`config.mk`:
```
export PLATFORM = sky130hd
export DESIGN_NAME = pong_ball_engine_flat
export DESIGN_NICKNAME = d
export VERILOG_FILES = /design/src/rtl/pong_ball_engine_if.sv /design/src/rtl/pong_ball_engine.sv /design/src/flat_wrapper.sv
export SDC_FILE = /design/constraint.sdc
export NUM_CORES = 1
export LEC_CHECK = 0
export CAP_MARGIN = 20
export CORE_MARGIN = 5
export CORE_UTILIZATION = 40
export CTS_CLUSTER_SIZE = 12
export DETAILED_ROUTE_END_ITERATION = 16
export GPL_TIMING_DRIVEN = 1
export SYNTH_ARGS = -nofsm -noshare
export SYNTH_HDL_FRONTEND = slang
export SYNTH_SLANG_ARGS = --single-unit
```
`constraint.sdc`:
```
create_clock -name clk -period 3.09 [get_ports clk]
set_clock_uncertainty 0.05 [all_clocks]
set_input_delay 0.7725 -clock clk [delete_from_list [all_inputs] [get_ports clk]]
set_output_delay 0.7725 -clock clk [all_outputs]
set_load 0.02 [all_outputs]
```
`src/rtl/pong_ball_engine_if.sv`:
```
// Frame-rate control inputs and registered ball/score outputs of the pong ball engine.
interface pong_ball_engine_if #(
  parameter int X_W     = 9,
  parameter int Y_W     = 8,
  parameter int SCORE_W = 4
);
  logic               frame_tick;
  logic               start;
  logic [Y_W-1:0]     paddle_left_y;
  logic [Y_W-1:0]     paddle_right_y;
  logic [X_W-1:0]     ball_x;
  logic [Y_W-1:0]     ball_y;
  logic [SCORE_W-1:0] score_left;
  logic [SCORE_W-1:0] score_right;
  logic               point_left;
  logic               point_right;
  logic               paddle_hit;
  logic               game_over;
  logic               serving;

  // Game controller / video side: drives ticks and paddles, consumes ball and scores
  modport master (
    output frame_tick, start, paddle_left_y, paddle_right_y,
    input  ball_x, ball_y, score_left, score_right,
    input  point_left, point_right, paddle_hit, game_over, serving
  );

  // Ball engine side
  modport slave (
    input  frame_tick, start, paddle_left_y, paddle_right_y,
    output ball_x, ball_y, score_left, score_right,
    output point_left, point_right, paddle_hit, game_over, serving
  );
endinterface

```
`src/rtl/pong_ball_engine.sv`:
```
// Pong game-logic core: ball motion, wall bounce, paddle returns, scoring and
// serve / game-over sequencing. Advances once per frame_tick; all outputs registered.
module pong_ball_engine #(
  parameter int H_RES        = 256,
  parameter int V_RES        = 240,
  parameter int X_W          = 9,
  parameter int Y_W          = 8,
  parameter int BALL_SIZE    = 4,
  parameter int PADDLE_H     = 16,
  parameter int PADDLE_W     = 4,
  parameter int PADDLE_LX    = 16,
  parameter int PADDLE_RX    = 236,
  parameter int SPEED_X      = 2,
  parameter int SPEED_Y      = 1,
  parameter int SERVE_FRAMES = 60,
  parameter int SCORE_W      = 4,
  parameter int WIN_SCORE    = 11
) (
  input  logic                clk,
  input  logic                reset,
  pong_ball_engine_if.slave   bus
);

  localparam int CNT_W = $clog2(SERVE_FRAMES + 1);

  // Narrow constants used for register updates
  localparam logic [X_W-1:0] CX      = X_W'((H_RES - BALL_SIZE) / 2);
  localparam logic [Y_W-1:0] CY      = Y_W'((V_RES - BALL_SIZE) / 2);
  localparam logic [X_W-1:0] SX_N    = X_W'(SPEED_X);
  localparam logic [Y_W-1:0] SY_N    = Y_W'(SPEED_Y);
  localparam logic [X_W-1:0] LE_N    = X_W'(PADDLE_LX + PADDLE_W);
  localparam logic [X_W-1:0] RSTOP_N = X_W'(PADDLE_RX - BALL_SIZE);
  localparam logic [Y_W-1:0] YMAX_N  = Y_W'(V_RES - BALL_SIZE);

  // One-bit-wider constants used for wrap-free comparisons
  localparam logic [X_W:0] W_HRES = (X_W+1)'(H_RES);
  localparam logic [X_W:0] W_BSX  = (X_W+1)'(BALL_SIZE);
  localparam logic [X_W:0] W_SX   = (X_W+1)'(SPEED_X);
  localparam logic [X_W:0] W_LE   = (X_W+1)'(PADDLE_LX + PADDLE_W);
  localparam logic [X_W:0] W_RX   = (X_W+1)'(PADDLE_RX);
  localparam logic [Y_W:0] W_YMAX = (Y_W+1)'(V_RES - BALL_SIZE);
  localparam logic [Y_W:0] W_BSY  = (Y_W+1)'(BALL_SIZE);
  localparam logic [Y_W:0] W_SY   = (Y_W+1)'(SPEED_Y);
  localparam logic [Y_W:0] W_PH   = (Y_W+1)'(PADDLE_H);

  localparam logic [CNT_W-1:0]   SERVE_LAST = CNT_W'(SERVE_FRAMES - 1);
  localparam logic [SCORE_W-1:0] WIN        = SCORE_W'(WIN_SCORE);

  typedef enum logic [1:0] {
    SERVE,
    PLAY,
    OVER
  } state_t;

  state_t             state_q, state_d;
  logic [CNT_W-1:0]   cnt_q, cnt_d;
  logic [X_W-1:0]     x_q, x_d;
  logic [Y_W-1:0]     y_q, y_d;
  logic               dx_q, dx_d;   // 1 = moving right
  logic               dy_q, dy_d;   // 1 = moving down
  logic [SCORE_W-1:0] score_l_q, score_l_d;
  logic [SCORE_W-1:0] score_r_q, score_r_d;
  logic               pt_l_q, pt_l_d;
  logic               pt_r_q, pt_r_d;
  logic               hit_q, hit_d;
  logic               serving_q, over_q;

  logic [X_W:0]       xe;
  logic [Y_W:0]       ye, ple, pre;
  logic               ov_l, ov_r;
  logic               hit_l, hit_r, miss_l, miss_r;
  logic [Y_W-1:0]     y_mv;
  logic               dy_mv;
  logic [SCORE_W-1:0] score_l_inc, score_r_inc;

  // Collision, miss and vertical-move decode from the current (pre-move) ball position
  always_comb begin
    xe  = {1'b0, x_q};
    ye  = {1'b0, y_q};
    ple = {1'b0, bus.paddle_left_y};
    pre = {1'b0, bus.paddle_right_y};

    ov_l = (ye + W_BSY > ple) && (ye < ple + W_PH);
    ov_r = (ye + W_BSY > pre) && (ye < pre + W_PH);

    // x - SPEED_X < LE rewritten as x < LE + SPEED_X so nothing can underflow
    hit_l  = !dx_q && (xe >= W_LE) && (xe < W_LE + W_SX) && ov_l;
    hit_r  =  dx_q && (xe + W_BSX <= W_RX) && (xe + W_BSX + W_SX > W_RX) && ov_r;
    miss_l = !dx_q && (xe < W_SX);
    miss_r =  dx_q && (xe + W_BSX + W_SX > W_HRES);

    y_mv  = y_q;
    dy_mv = dy_q;
    if (dy_q) begin
      if (ye + W_SY >= W_YMAX) begin
        y_mv  = YMAX_N;
        dy_mv = 1'b0;
      end else begin
        y_mv = y_q + SY_N;
      end
    end else begin
      if (ye < W_SY) begin
        y_mv  = '0;
        dy_mv = 1'b1;
      end else begin
        y_mv = y_q - SY_N;
      end
    end

    score_l_inc = score_l_q + SCORE_W'(1);
    score_r_inc = score_r_q + SCORE_W'(1);
  end

  // Next-state: serve countdown, per-frame play update, restart from game over
  always_comb begin
    state_d   = state_q;
    cnt_d     = cnt_q;
    x_d       = x_q;
    y_d       = y_q;
    dx_d      = dx_q;
    dy_d      = dy_q;
    score_l_d = score_l_q;
    score_r_d = score_r_q;
    pt_l_d    = 1'b0;
    pt_r_d    = 1'b0;
    hit_d     = 1'b0;

    unique case (state_q)
      SERVE: begin
        if (bus.frame_tick) begin
          if (cnt_q == SERVE_LAST) begin
            cnt_d   = '0;
            state_d = PLAY;
          end else begin
            cnt_d = cnt_q + CNT_W'(1);
          end
        end
      end

      PLAY: begin
        if (bus.frame_tick) begin
          if (miss_l || miss_r) begin
            // Scoring tick: vertical move is dropped, ball re-centred toward the conceder
            x_d   = CX;
            y_d   = CY;
            cnt_d = '0;
            if (miss_l) begin
              score_r_d = score_r_inc;
              pt_r_d    = 1'b1;
              dx_d      = 1'b0;
              state_d   = (score_r_inc == WIN) ? OVER : SERVE;
            end else begin
              score_l_d = score_l_inc;
              pt_l_d    = 1'b1;
              dx_d      = 1'b1;
              state_d   = (score_l_inc == WIN) ? OVER : SERVE;
            end
          end else begin
            y_d  = y_mv;
            dy_d = dy_mv;
            if (hit_l) begin
              x_d   = LE_N;
              dx_d  = 1'b1;
              hit_d = 1'b1;
            end else if (hit_r) begin
              x_d   = RSTOP_N;
              dx_d  = 1'b0;
              hit_d = 1'b1;
            end else if (dx_q) begin
              x_d = x_q + SX_N;
            end else begin
              x_d = x_q - SX_N;
            end
          end
        end
      end

      OVER: begin
        if (bus.start) begin
          score_l_d = '0;
          score_r_d = '0;
          dx_d      = 1'b1;
          cnt_d     = '0;
          state_d   = SERVE;
        end
      end

      default: begin
        state_d = SERVE;
        cnt_d   = '0;
      end
    endcase
  end

  // State and output registers with synchronous active-low reset
  always_ff @(posedge clk) begin
    if (!reset) begin
      state_q   <= SERVE;
      cnt_q     <= '0;
      x_q       <= CX;
      y_q       <= CY;
      dx_q      <= 1'b1;
      dy_q      <= 1'b1;
      score_l_q <= '0;
      score_r_q <= '0;
      pt_l_q    <= 1'b0;
      pt_r_q    <= 1'b0;
      hit_q     <= 1'b0;
      serving_q <= 1'b1;
      over_q    <= 1'b0;
    end else begin
      state_q   <= state_d;
      cnt_q     <= cnt_d;
      x_q       <= x_d;
      y_q       <= y_d;
      dx_q      <= dx_d;
      dy_q      <= dy_d;
      score_l_q <= score_l_d;
      score_r_q <= score_r_d;
      pt_l_q    <= pt_l_d;
      pt_r_q    <= pt_r_d;
      hit_q     <= hit_d;
      serving_q <= (state_d == SERVE);
      over_q    <= (state_d == OVER);
    end
  end

  assign bus.ball_x      = x_q;
  assign bus.ball_y      = y_q;
  assign bus.score_left  = score_l_q;
  assign bus.score_right = score_r_q;
  assign bus.point_left  = pt_l_q;
  assign bus.point_right = pt_r_q;
  assign bus.paddle_hit  = hit_q;
  assign bus.game_over   = over_q;
  assign bus.serving     = serving_q;

endmodule
```
`src/flat_wrapper.sv`:
```
// flat-port wrapper written by rule: the top's interface ports become plain ports
module pong_ball_engine_flat 
#(
  parameter int H_RES        = 256,
  parameter int V_RES        = 240,
  parameter int X_W          = 9,
  parameter int Y_W          = 8,
  parameter int BALL_SIZE    = 4,
  parameter int PADDLE_H     = 16,
  parameter int PADDLE_W     = 4,
  parameter int PADDLE_LX    = 16,
  parameter int PADDLE_RX    = 236,
  parameter int SPEED_X      = 2,
  parameter int SPEED_Y      = 1,
  parameter int SERVE_FRAMES = 60,
  parameter int SCORE_W      = 4,
  parameter int WIN_SCORE    = 11
)
  (clk, reset, bus_frame_tick, bus_start, bus_paddle_left_y, bus_paddle_right_y, bus_ball_x, bus_ball_y, bus_score_left, bus_score_right, bus_point_left, bus_point_right, bus_paddle_hit, bus_game_over, bus_serving);
  pong_ball_engine_if #(.X_W(X_W), .Y_W(Y_W), .SCORE_W(SCORE_W)) bus_i ();
  input  logic clk;
  input  logic reset;
  input wire logic [$bits(bus_i.frame_tick)-1:0] bus_frame_tick;
  input wire logic [$bits(bus_i.start)-1:0] bus_start;
  input wire logic [$bits(bus_i.paddle_left_y)-1:0] bus_paddle_left_y;
  input wire logic [$bits(bus_i.paddle_right_y)-1:0] bus_paddle_right_y;
  output wire logic [$bits(bus_i.ball_x)-1:0] bus_ball_x;
  output wire logic [$bits(bus_i.ball_y)-1:0] bus_ball_y;
  output wire logic [$bits(bus_i.score_left)-1:0] bus_score_left;
  output wire logic [$bits(bus_i.score_right)-1:0] bus_score_right;
  output wire logic [$bits(bus_i.point_left)-1:0] bus_point_left;
  output wire logic [$bits(bus_i.point_right)-1:0] bus_point_right;
  output wire logic [$bits(bus_i.paddle_hit)-1:0] bus_paddle_hit;
  output wire logic [$bits(bus_i.game_over)-1:0] bus_game_over;
  output wire logic [$bits(bus_i.serving)-1:0] bus_serving;
  assign bus_i.frame_tick = bus_frame_tick;
  assign bus_i.start = bus_start;
  assign bus_i.paddle_left_y = bus_paddle_left_y;
  assign bus_i.paddle_right_y = bus_paddle_right_y;
  assign bus_ball_x = bus_i.ball_x;
  assign bus_ball_y = bus_i.ball_y;
  assign bus_score_left = bus_i.score_left;
  assign bus_score_right = bus_i.score_right;
  assign bus_point_left = bus_i.point_left;
  assign bus_point_right = bus_i.point_right;
  assign bus_paddle_hit = bus_i.paddle_hit;
  assign bus_game_over = bus_i.game_over;
  assign bus_serving = bus_i.serving;
  pong_ball_engine #(.H_RES(H_RES), .V_RES(V_RES), .X_W(X_W), .Y_W(Y_W), .BALL_SIZE(BALL_SIZE), .PADDLE_H(PADDLE_H), .PADDLE_W(PADDLE_W), .PADDLE_LX(PADDLE_LX), .PADDLE_RX(PADDLE_RX), .SPEED_X(SPEED_X), .SPEED_Y(SPEED_Y), .SERVE_FRAMES(SERVE_FRAMES), .SCORE_W(SCORE_W), .WIN_SCORE(WIN_SCORE)) u_core (.clk(clk), .reset(reset), .bus(bus_i));
endmodule
```
Word-level counts from Yosys, hierarchy flattened. Index checks and enable logic that the tools add are counted.

$add $sub $neg: 13. $mul: 0. Div/mod/pow operators: 0. $lt $le $gt $ge: 12. Eq/ne operators: 13. Shift-type cells: 0. Multiplexer cells: 45. Bitwise operators: 4. Reduce and logical (&&, ||, !) cells: 23.

Operator list (count): $mux W9 (4); $mux W8 (4); $mux W6 (5); $mux W4 (7); $add A8 B5 Y9 const B (2); $gt A9 B8 Y1 (2); $lt A8 B9 Y1 (2); $pmux W6 S3 (1); $mux W2 (8); $pmux W4 S2 (2); $mux W1 (12); $reduce_and A4 Y1 (3); $add A10 B2 Y10 const B (1); $add A9 B3 Y10 const B (1); $gt A10 B8 Y1 const B (1); $gt A10 B9 Y1 const B (1); $le A10 B8 Y1 const B (1); $logic_and A1 B1 Y1 (10); $reduce_and A5 Y1 (2); $add A8 B1 Y9 const B (1); $add A8 B3 Y9 const B (1); $add A9 B2 Y9 const B (1); $ge A9 B5 Y1 const B (1); $ge A9 B8 Y1 const B (1); 25 further kinds (36).

Register bits: 40. Latch bits: 0. RAM bits: 0. ROM bits: 0. Logic and storage cells: 123. Memories kept: 0.

Depth between registers and ports, before layout.
Depth in word-level cells: 10. Gate-level depth with buffers: 13.

Worst setup path before layout. Ideal clock, no wire load.

Path type: reg-to-reg. Start: reg u_core.y_q[3] (netlist: u_core.bus.ball_y[3]). End: reg u_core.x_q[1] (netlist: u_core.bus.ball_x[1]). Library setup time: 58 ps. Arrival time: 3111 ps. Required time: 2982 ps. Slack: -129 ps. Stages on the path, launching flop included: 13. Buffers on the path: 1. Clock period less this slack: 3219 ps. Path through: dfxtp_1 -> ha_1 -> and3_1 -> xor2_1 -> ha_1 -> a2111oi_0 -> o221ai_1 -> a31o_2 -> nand4_1 -> nor2_1 -> clkbuf_1 -> a2111oi_0 -> a211o_1.

Cells in the longest elaborated chain, start to end: 7. Elaborated cells on any way between the ends: 12. Classes of those cells: 1 x add/sub; 4 x order compare; 3 x mux; 4 x reduce/logical.

RTL lines: from (decl) (RTL line pong_ball_engine.sv:58) `logic [Y_W-1:0] y_q, y_d;`; from (signal assigned) (RTL line pong_ball_engine.sv:215) `y_q <= y_d;`; $add A8 B3 Y9 (RTL line pong_ball_engine.sv:83, pong_ball_engine.sv:84); $gt A9 B8 Y1 (RTL line pong_ball_engine.sv:84) `ov_r = (ye + W_BSY > pre) && (ye < pre + W_PH);`; $logic_and A1 B1 Y1 (RTL line pong_ball_engine.sv:84); $logic_and A1 B1 Y1 (RTL line pong_ball_engine.sv:88) `hit_r = dx_q && (xe + W_BSX <= W_RX) && (xe + W_BSX + W_SX > W_RX) && ov_r;`; $mux W9 (RTL line pong_ball_engine.sv:165) `end else if (hit_r) begin`; $mux W9 * (RTL line pong_ball_engine.sv:161) `if (hit_l) begin`; $mux W9 * (RTL line pong_ball_engine.sv:142) `if (miss_l || miss_r) begin`; to (signal assigned) (RTL line pong_ball_engine.sv:200) `x_q <= CX;`; to (signal assigned) (RTL line pong_ball_engine.sv:214) `x_q <= x_d;`; to (decl) (RTL line pong_ball_engine.sv:57) `logic [X_W-1:0] x_q, x_d;`.

Every way passes the cells marked *; elsewhere a longest branch is shown, timed or not. A chain may end at the register's enable or synchronous reset.

Final worst setup path.
Start: in bus_paddle_right_y[5]. End: reg u_core.x_q[4] (netlist: u_core.bus.ball_x[4]).

Cells in the longest elaborated chain, start to end: 7. Elaborated cells on any way between the ends: 8. Classes of those cells: 1 x add/sub; 2 x order compare; 3 x mux; 2 x reduce/logical.

RTL lines: from (decl) (RTL line flat_wrapper.sv:26) `input wire logic [$bits(bus_i.paddle_right_y)-1:0] bus_paddle_right_y;`; $add A8 B5 Y9 (RTL line pong_ball_engine.sv:84); $lt A8 B9 Y1 (RTL line pong_ball_engine.sv:84); $logic_and A1 B1 Y1 * (RTL line pong_ball_engine.sv:84); $logic_and A1 B1 Y1 * (RTL line pong_ball_engine.sv:88); $mux W9 * (RTL line pong_ball_engine.sv:165); $mux W9 * (RTL line pong_ball_engine.sv:161); $mux W9 * (RTL line pong_ball_engine.sv:142).

Marks and branches as above.

==> flow_metrics.py <==
metrics = {
    "detailed_routing": {
        "met3WireLength_microns": 534,
        "drt_iter0_drc": 220,
        "drcViolationCount": 0,
        "highest_layer": "met4",
        "vias_per_cell": 5.666,
        "dr.pass1.iters": 4,
        "finalWirelength_mm": 11.85,
        "num_vias": 4238,
        "dr_wl_met2_mm": 5.571,
        "wl_per_cell_microns": 15.84,
        "ant_nets": 0,
        "wl_met1_mm": 5.638,
    },
    "worst_hold_path": {
        "hold_class": "reg2reg",
        "holdPathEnd": "u_core.cnt_q[5]",
        "worst_hold_startpoint": "u_core.cnt_q[5]",
        "hold_path_depth": 2,
    },
    "power_and_ir_drop": {
        "power_switching_share_pct": 25.88,
        "p_switching_w": 0.0002915,
        "power.share.sequential_pct": 45.5,
        "pwr-share-comb_pct": 15.7,
        "total_leakage_power_nw": 2.202,
        "power.internal_w": 0.0008348,
        "clkPwrFrac_pct": 38.8,
        "total_power_w": 0.001126,
        "power_density_nw_per_um2": 214.7,
        "vdd_drop_max_uv": 268.8,
    },
    "run_status": {
        "outcome": "finished clean",
    },
    "global_route": {
        "track_usage_pct": 19.41,
        "grt_max_degree": 18,
        "grt_pass1_wl_mm": 19.18,
        "antenna_found_initial": 0,
        "grt_pass1_vias": 4033,
        "gr-total-overflow": 0,
    },
    "floorplanning": {
        "io_pins": 50,
        "start_util_pct": 40.96,
        "die_area_sq_um": 12060,
        "die_w_microns": 109.8,
        "core_sq_um": 9729,
        "rows": 36,
        "die_h_microns": 109.8,
    },
    "critical_path": {
        "worstReg2RegStart": "u_core.bus.ball_y[2]",
        "cp_top_family": "simple AND/OR/NAND/NOR gates",
        "worst_path_max_delay_cell": "clkdlybuf4s50_1",
        "path_cells": "clkdlybuf4s50_1 -> inv_1 -> ha_1 -> a2111oi_4 -> o221ai_1 -> a31o_2 -> nand4_1 -> nor2_4 -> or4_1 -> nand4_1",
        "cp-start-kind": "input port",
        "cp_num_cells": 10,
        "crit_arrival_ns": 3.16,
        "max_stage_delay_ns": 0.51,
        "worstPathRequired_ns": 3.28,
        "r2r-end": "u_core.bus.ball_x[4]",
        "endpoint_kind": "flop",
        "reg2reg_slack_ns": 0.11,
        "r2r_cells": 11,
        "path_buf_inv": 2,
        "worstSetupPathType": "in2reg",
        "crit_top_cell": "nand4_1",
        "critPathMaxFanout": 9,
    },
    "timing": {
        "timing.fmax_ghz": 0.3359,
        "final.min_clock_period_ns": 2.977,
        "slew_headroom_pct": 59.57,
        "setup_violations": 0,
        "finalMaxSlewViolations": 0,
        "finalHoldViolCount": 0,
        "worstMarginPinSlew_ns": 0.6051,
        "period_share_pct": 96.34,
    },
    "cells_and_area": {
        "area_delta_synth_final_pct": 31.62,
        "n_antenna_cell": 0,
        "nets": 683,
        "drive_above_1_share_pct": 18.54,
        "stdcell_area_sq_um": 5245,
        "fin_cells": 748,
    },
    "synth": {
        "synth-async-reset-ratio_pct": 0,
        "yosysSeqAreaShare_pct": 19.59,
        "yosysWarnings": 0,
        "ys_types": 74,
        "synth_edf_count": 0,
        "synthCells": 521,
        "ys.flop_type": "dfxtp_1",
        "syn-cell-area_sq_um": 3985,
        "ys_ff_latch": 39,
        "syn_area_per_cell_sq_um": 7.649,
        "syn_nets": 590,
    },
    "cts": {
        "cts_buffers": 5,
        "hold_buffers": 0,
        "clk_pin_slew_ns": 0.09,
        "cts_root_buf": "clkbuf_8",
        "clk_latency_ns": 0.29,
        "clockBufferDepth": 2,
        "cts_tree": "done",
        "cts_sinks": 39,
        "cts-htree-levels": 2,
    },
    "place": {
        "place_inst": 737,
        "dp_hpwl_mm": 9.270,
        "portBuffers": 48,
        "place_area_sq_um": 4992,
        "globalplace.congestion": 0.8554,
    },
    "job": {
        "cap_violations": 0,
    },
}
## worst register-to-register path: cells and delay by family (launching register included)
kind | cells | cell delay, ns
and+or+nand+nor | 5 | 1.04
AOI/OAI and AO/OA | 3 | 0.66
adders and majority gates | 2 | 0.48
xor gates and xnor gates | 1 | 0.35
DFF | 1 | 0.33
## sequential cells by signal, summed over array words and instances, names as in the netlist
signal                  flops
u_core.bus.score_left       4
u_core.bus.point_right      1
u_core.bus.serving          1
u_core.bus.point_left       1
u_core.bus.ball_y           8
u_core.bus.score_right      4
u_core.bus.paddle_hit       1
u_core.dx_q                 1
u_core.cnt_q                6
u_core.bus.ball_x           8
u_core.state_q              2
u_core.dy_q                 1
u_core.bus.game_over        1
## through the flow
| step | setup TNS, ns | hold WS, ns | utilization, % | worst slack, ns |
|---|---|---|---|---|
| after detailed placement | -2.876 | 0.4407 | 51.31 | -0.4307 |
| final | 0 | 0.4501 | 53.91 | 0.1130 |
| after floorplan | 0 | 0.4018 | - | 0.03183 |
| after global placement | -2.064 | 0.4250 | 51.31 | -0.3234 |
| after global routing | -0.1057 | 0.4808 | 53.91 | -0.05085 |
| after CTS | 0 | 0.4517 | 52.70 | 0.01562 |
## metal layers
metal | track usage (%) | vias up
li1 | - | 2123
met4 | 3.028 | 0
met2 | 32.67 | 90
met1 | 26.80 | 2017
met5 | 0 | -
met3 | 2.584 | 8
## worst max path at each step
stage / end / slack (ns) / from
after floorplan: u_core.bus.ball_x[1] / 0.03 / u_core.bus.ball_y[3]
after global placement: u_core.bus.ball_x[1] / -0.32 / bus_paddle_right_y[4]
after global routing: u_core.bus.ball_y[2] / -0.05 / u_core.bus.ball_x[2]
after CTS: u_core.bus.ball_x[4] / 0.02 / bus_paddle_right_y[6]
final: u_core.bus.ball_x[4] / 0.11 / bus_paddle_right_y[5]
after detailed placement: u_core.bus.ball_x[1] / -0.43 / bus_paddle_right_y[4]
## cell usage in the layout, fill, tap and decap left out, types with 4 or more instances in the layout
cell type / instances
nor2_1: 26
a31oi_1: 8
nand3_1: 20
nand4_1: 12
or3_1: 8
nor3_1: 12
a211oi_1: 8
ha_1: 46
a21oi_1: 38
and3_1: 12
buf_4: 70
nand2b_1: 5
nand2_1: 41
o31ai_1: 12
o211ai_1: 4
clkbuf_8: 5
nor2b_1: 5
o21ai_0: 24
nor4_1: 5
o221ai_1: 5
xnor2_1: 16
dfxtp_1: 36
clkdlybuf4s50_1: 47
or4_1: 7
o211a_1: 4
inv_1: 39
## timing repair
| item | in CTS | in global routing |
|---|---|---|
| setup endpoints to repair | 12 | 21 |
| gates resized for setup | 4 | 20 |
| setup buffers | 0 | 3 |
| pin swaps | 1 | 4 |
## Yosys cell counts, types with 12 or more instances
library cell / n / area, sq um
a21oi_1: 38 / 190.2
xnor2_1: 16 / 140.1
o31ai_1: 12 / 90.09
nand2_1: 41 / 153.9
nand3_1: 21 / 105.1
nand4_1: 12 / 75.07
ha_1: 49 / 613.1
nor3_1: 12 / 60.06
inv_1: 39 / 146.4
clkbuf_1: 20 / 75.07
o21ai_0: 25 / 125.1
and3_1: 12 / 75.07
nor2_1: 27 / 101.4
dfxtp_1: 39 / 780.8
## area by class of cell
class	instances	area, sq um
fill	966	4484
clock buffer	5	68.82
inverter	42	157.7
multi-input combinational	408	3015
timing repair buffer	118	1008
clock inverter	3	43.79
sequential	39	784.5
tap	133	166.4
## logic make-up after synthesis
kind of cell	count (synthesis)	share of synthesized area, %
simple gates	182	25.06
mux	2	0.5337
buf+inv	74	7.598
other cells	1	0.09410
flops	39	19.59
xor+xnor	20	4.395
compound gates	153	27.10
fa+ha+maj	50	15.64
## power by group through the flow
stage	sequential, W	clock, W	combinational (W)
floorplan	0.000521	0	0.0000917
global placement	0.000523	0	0.000162
detailed placement	0.000523	0	0.000165
CTS	0.000511	0.000451	0.000169
global route	0.000513	0.000470	0.000196
finish	0.000512	0.000437	0.000177
Power figures use the tool's default switching activity.
==> variant 1, RTL diff (config.mk and constraints unchanged) <==
`X_W` is set to 9 in 3 places; all go to 8.
--- a/src/rtl/pong_ball_engine_if.sv
+++ b/src/rtl/pong_ball_engine_if.sv
@@ -1,5 +1,5 @@
 // Frame-rate control inputs and registered ball/score outputs of the pong ball engine.
 interface pong_ball_engine_if #(
-  parameter int X_W     = 9,
+  parameter int X_W     = 8,
   parameter int Y_W     = 8,
   parameter int SCORE_W = 4
--- a/src/rtl/pong_ball_engine.sv
+++ b/src/rtl/pong_ball_engine.sv
@@ -4,5 +4,5 @@
   parameter int H_RES        = 256,
   parameter int V_RES        = 240,
-  parameter int X_W          = 9,
+  parameter int X_W          = 8,
   parameter int Y_W          = 8,
   parameter int BALL_SIZE    = 4,
--- a/src/flat_wrapper.sv
+++ b/src/flat_wrapper.sv
@@ -4,5 +4,5 @@
   parameter int H_RES        = 256,
   parameter int V_RES        = 240,
-  parameter int X_W          = 9,
+  parameter int X_W          = 8,
   parameter int Y_W          = 8,
   parameter int BALL_SIZE    = 4,
Interface: changed (resized bus_ball_x); port bits go from 50 to 49. The function was not compared with the original's and may differ.
==> variant 1 against the unedited design <==
Synthesized area fell by 3.5%; clock power fell by 17%; final area shrank 7.2%; wire length is 9.8% lower; sequential cell count shrank 1; total power fell by 11%; setup slack about the same; largest cell class unchanged; critical path depth increased by 2; hold slack worse by 0.0090 ns; fmax hardly changed.
==> variant 1: results (changes against the unedited design) <==
STA
  – Final setup margin: 0.113 ns (-0.000101 ns)
  – Least-Margin Pin Slew: 0.663 ns (+0.0583 ns)

Finish
  – Fillers: 881 (-8.8%)
  – # nets final: 627 (-8.2%)
  – Share of cells above drive strength 1: 0.172 (-0.0133)

Global routing
  – Met3 Usage GRT: 0.0310 (+0.00521)
  – M2 GR Usage: 0.303 (-0.0234)

Power
  – VDD IR max: 0.177 mV (-34%)
  – Tot Pwr: 0.00101 W (-11%)
  – Sw Share: 0.257 (-0.00175)
  – Combinational logic power: 0.000150 W (-15%)

Detailed routing
  – Final WL: 10700 um (-9.8%)
  – Vias: 3821 (-9.8%)
  – DR pass1 iterations: 5 (+1)

Hold path
  – Min-Delay Startpoint: u_core.cnt_q[1]

Logic synthesis
  – Post-synth top cells: 50 x ha_1, 39 x inv_1, 38 x dfxtp_1, 34 x nand2_1, 32 x nor2_1
  – Sequential area share after synthesis: 0.198 (+0.00193)
  – Synth cell types: 82 (+11%)

Setup path
  – CP top delay family: buffers and inverters
  – Critical path peak fanout: 3 (-6)
  – CP arrival: 3.08 ns (-0.08 ns)
  – Reg-to-Reg Start: u_core.bus.ball_x[3]
  – R2r setup slk: 0.19 ns (+0.08 ns)
  – Number of cells on the worst reg-to-reg path: 9 (-2)
  – Worst Setup SP: bus_paddle_right_y[7]

Placement
  – Placement Setup Slack: -0.404 ns (+0.0272 ns)
  – Placed wire-length estimate: 8210 um (-11%)
  – IO Port Bufs: 47 (-2.1%)
  – RePlAce Congestion: 0.956 (+12%)

Run status
  – Status: complete, no violations

CTS
  – Resize count post-CTS: 5 (+1)
-- variant 1: layout make-up --
cell class	instances	area, um2	share of cell area
Clock buffer	6	82.6	0.0170
Timing Repair Buffer	87	774	0.159
Tap cell	129	161	0.0332
Multi-Input combinational cell	386	2930	0.601
Sequential cell	38	762	0.157
Clock inverter	2	12.5	0.00257
Inverter	39	146	0.0301
-- variant 1: routing by layer --
layer  vias up  part of all wire
met5         -                 0
met4         0            0.0090
met3        10             0.042
met2        74              0.48
met1      1816              0.47
li1       1921                 -
-- variant 1: cell families (layout without fill, tap and decap cells) --
| family | Yosys count | in the layout | share of synthesized area |
|---|---|---|---|
| mux | 7 | 7 | 0.0189 |
| xor+xnor | 22 | 22 | 0.0589 |
| other cells | 1 | 1 | 0.000975 |
| simple gates | 167 | 167 | 0.230 |
| compound gates | 138 | 138 | 0.259 |
| flops | 38 | 38 | 0.198 |
| fa+ha+maj | 51 | 51 | 0.165 |
| buf+inv | 64 | 134 | 0.0690 |
==> variant 2, RTL diff (config.mk and constraints unchanged) <==
Made on the original files. Make the reset (`reset`) asynchronous in one clocked block. Comments in the files are not updated.
--- a/src/rtl/pong_ball_engine.sv
+++ b/src/rtl/pong_ball_engine.sv
@@ -194,5 +194,5 @@
 
   // State and output registers with synchronous active-low reset
-  always_ff @(posedge clk) begin
+  always_ff @(posedge clk or negedge reset) begin
     if (!reset) begin
       state_q   <= SERVE;
Function: no difference found for any inputs over 10 cycles, from zero or initial values and one cycle with reset low; that may be too few to reach the edited logic, so the function may still have changed.
==> variant 2 against the unedited design <==
Synthesized cell count is 5.4% lower; critical path depth is 1 higher; first-iteration DRC count up 4.1%; wire length down 1.7%; via count fell by 5.8%; cell count shrank 4.7%; count of clock-buffer cells in the layout grew 1; final area rose by 2.1%; setup slack got worse by 0.089 ns; sequential cell count unchanged; hold slack got worse by 0.0028 ns; synthesized area grew 2.5%; critical endpoint is now u_core.dx_q; highest routed layer unchanged.
Power is left out: it rests on default switching activity, and per cell area and clock period it moved more than threefold.
==> variant 2: results (changes against the unedited design) <==
Logic synthesis
  – Area contributors post-synth: dfrtp_1 15%, ha_1 15%, dfstp_2 9.0%, inv_1 3.6%, a21oi_1 3.6%
  – Synth cell types: 82 (+11%)
  – Ys async rst share: 1.00 (+1.00)
  – Mapped Avg Cell Area: 8.29 um2 (+8.3%)
  – Syn Nets: 562 (-4.7%)
  – Top FF cell, synth: dfrtp_1
  – Sequential area share after synthesis: 0.243 (+0.0473)
  – Post-synth top cells: 49 x ha_1, 39 x inv_1, 36 x nand2_1, 35 x nor2_1, 29 x a21oi_1
  – Yosys warning total: 0 (unchanged)

Placement
  – Placed wire-length estimate: 8940 um (-3.5%)
  – RePlAce Congestion: 0.892 (+4.2%)
  – Placement Setup Slack: -0.356 ns (+0.0749 ns)
  – IO Port Bufs: 48 (unchanged)
  – Placed cells: 700 (-5.0%)

Setup path
  – Critical path peak fanout: 5 (-4)
  – CP top delay family: simple AND/OR/NAND/NOR gates
  – Slowest stage cell, crit path: clkdlybuf4s50_1
  – Max incr delay on CP: 0.45 ns (-0.06 ns)
  – CP arrival: 3.24 ns (+0.08 ns)

Finish
  – # nets final: 648 (-5.1%)
  – Share of cells above drive strength 1: 0.222 (+0.0370)
  – Fillers: 939 (-2.8%)

CTS
  – Total CTS buffers: 5 (unchanged)
  – H-tree depth: 2 (unchanged)
  – Clock Path Buffers: 2 (unchanged)

Detailed routing
  – Vias/cell: 5.60 (-1.2%)
  – Final WL: 11600 um (-1.7%)
  – DRT iter0 DRCs: 229 (+4.1%)
  – Vias: 3993 (-5.8%)
  – DR pass1 iterations: 5 (+1)

STA
  – Rel. slew slack: 0.399 (-0.197)

Run status
  – Status: complete, no violations

Job
  – Max Cap Viol: 0 (unchanged)

Hold path
  – Hold Crit Class: reg2reg

Global routing
  – Vias in the first global route: 3913 (-3.0%)
  – Initial antenna violation count: 0 (unchanged)
  – First-pass GRT wire length: 19100 um (-0.29%)
  – Largest net degree at the start of global routing: 40 (+22)
  – All-layer global routing usage: 0.183 (-0.0112)
[variant 2: cell type report]
| type | count | area (um2) | share of cell area |
|---|---|---|---|
| sequential | 39 | 993 | 0.185 |
| timing repair buffer | 102 | 893 | 0.167 |
| inverter | 39 | 146 | 0.0273 |
| tap | 133 | 166 | 0.0311 |
| clock buffer | 6 | 82.6 | 0.0154 |
| multi-input combinational | 392 | 3040 | 0.567 |
| clock inverter | 2 | 35.0 | 0.00654 |
[variant 2: cell families (layout without fill, tap and decap cells)]
kind of cell	Yosys count	in the layout	share of synthesized area
buf+inv	62	149	0.0643
xor+xnor	23	23	0.0567
flops	39	39	0.243
simple gates	182	182	0.239
mux	4	4	0.0104
other cells	1	1	0.000918
compound gates	133	133	0.236
fa+ha+maj	49	49	0.150
[variant 2: worst paths after layout]
kind	depth (start not counted)	slack (ns)	startpoint	to
max	11	0.02	bus_paddle_right_y[2]	u_core.dx_q
min	1	0.45	u_core.cnt_q[5]	u_core.cnt_q[5]
max reg2reg	11	0.07	u_core.bus.ball_y[2]	u_core.dx_q
min reg2reg	1	0.45	u_core.cnt_q[5]	u_core.cnt_q[5]
max in group asynchronous	1	1.87	reset	u_core.bus.paddle_hit
min in group asynchronous	1	0.56	reset	u_core.bus.score_left[2]
[variant 2: metrics by stage]
step           cell area (um2)  hold WS, ns
2_1_floorplan             4100        0.390
3_3_place_gp              5000        0.428
3_5_place_dp              5000        0.428
4_1_cts                   5150        0.448
5_1_grt                   5360        0.458
6_report                  5360        0.447
[variant 2: layer usage]
layer | global-route usage | part of all wire
met3 | 0.0202 | 0.052
met4 | 0.0487 | 0.011
met1 | 0.246 | 0.45
met5 | 0 | 0
met2 | 0.312 | 0.49
[variant 2: timing repair]
| action | 4_1_cts | 5_1_grt |
|---|---|---|
| setup endpoints to repair | 8 | 14 |
| buffers inserted | 0 | 4 |
| gates cloned | 0 | 1 |
| pin swaps | 4 | 13 |
| gates resized for setup | 9 | 27 |
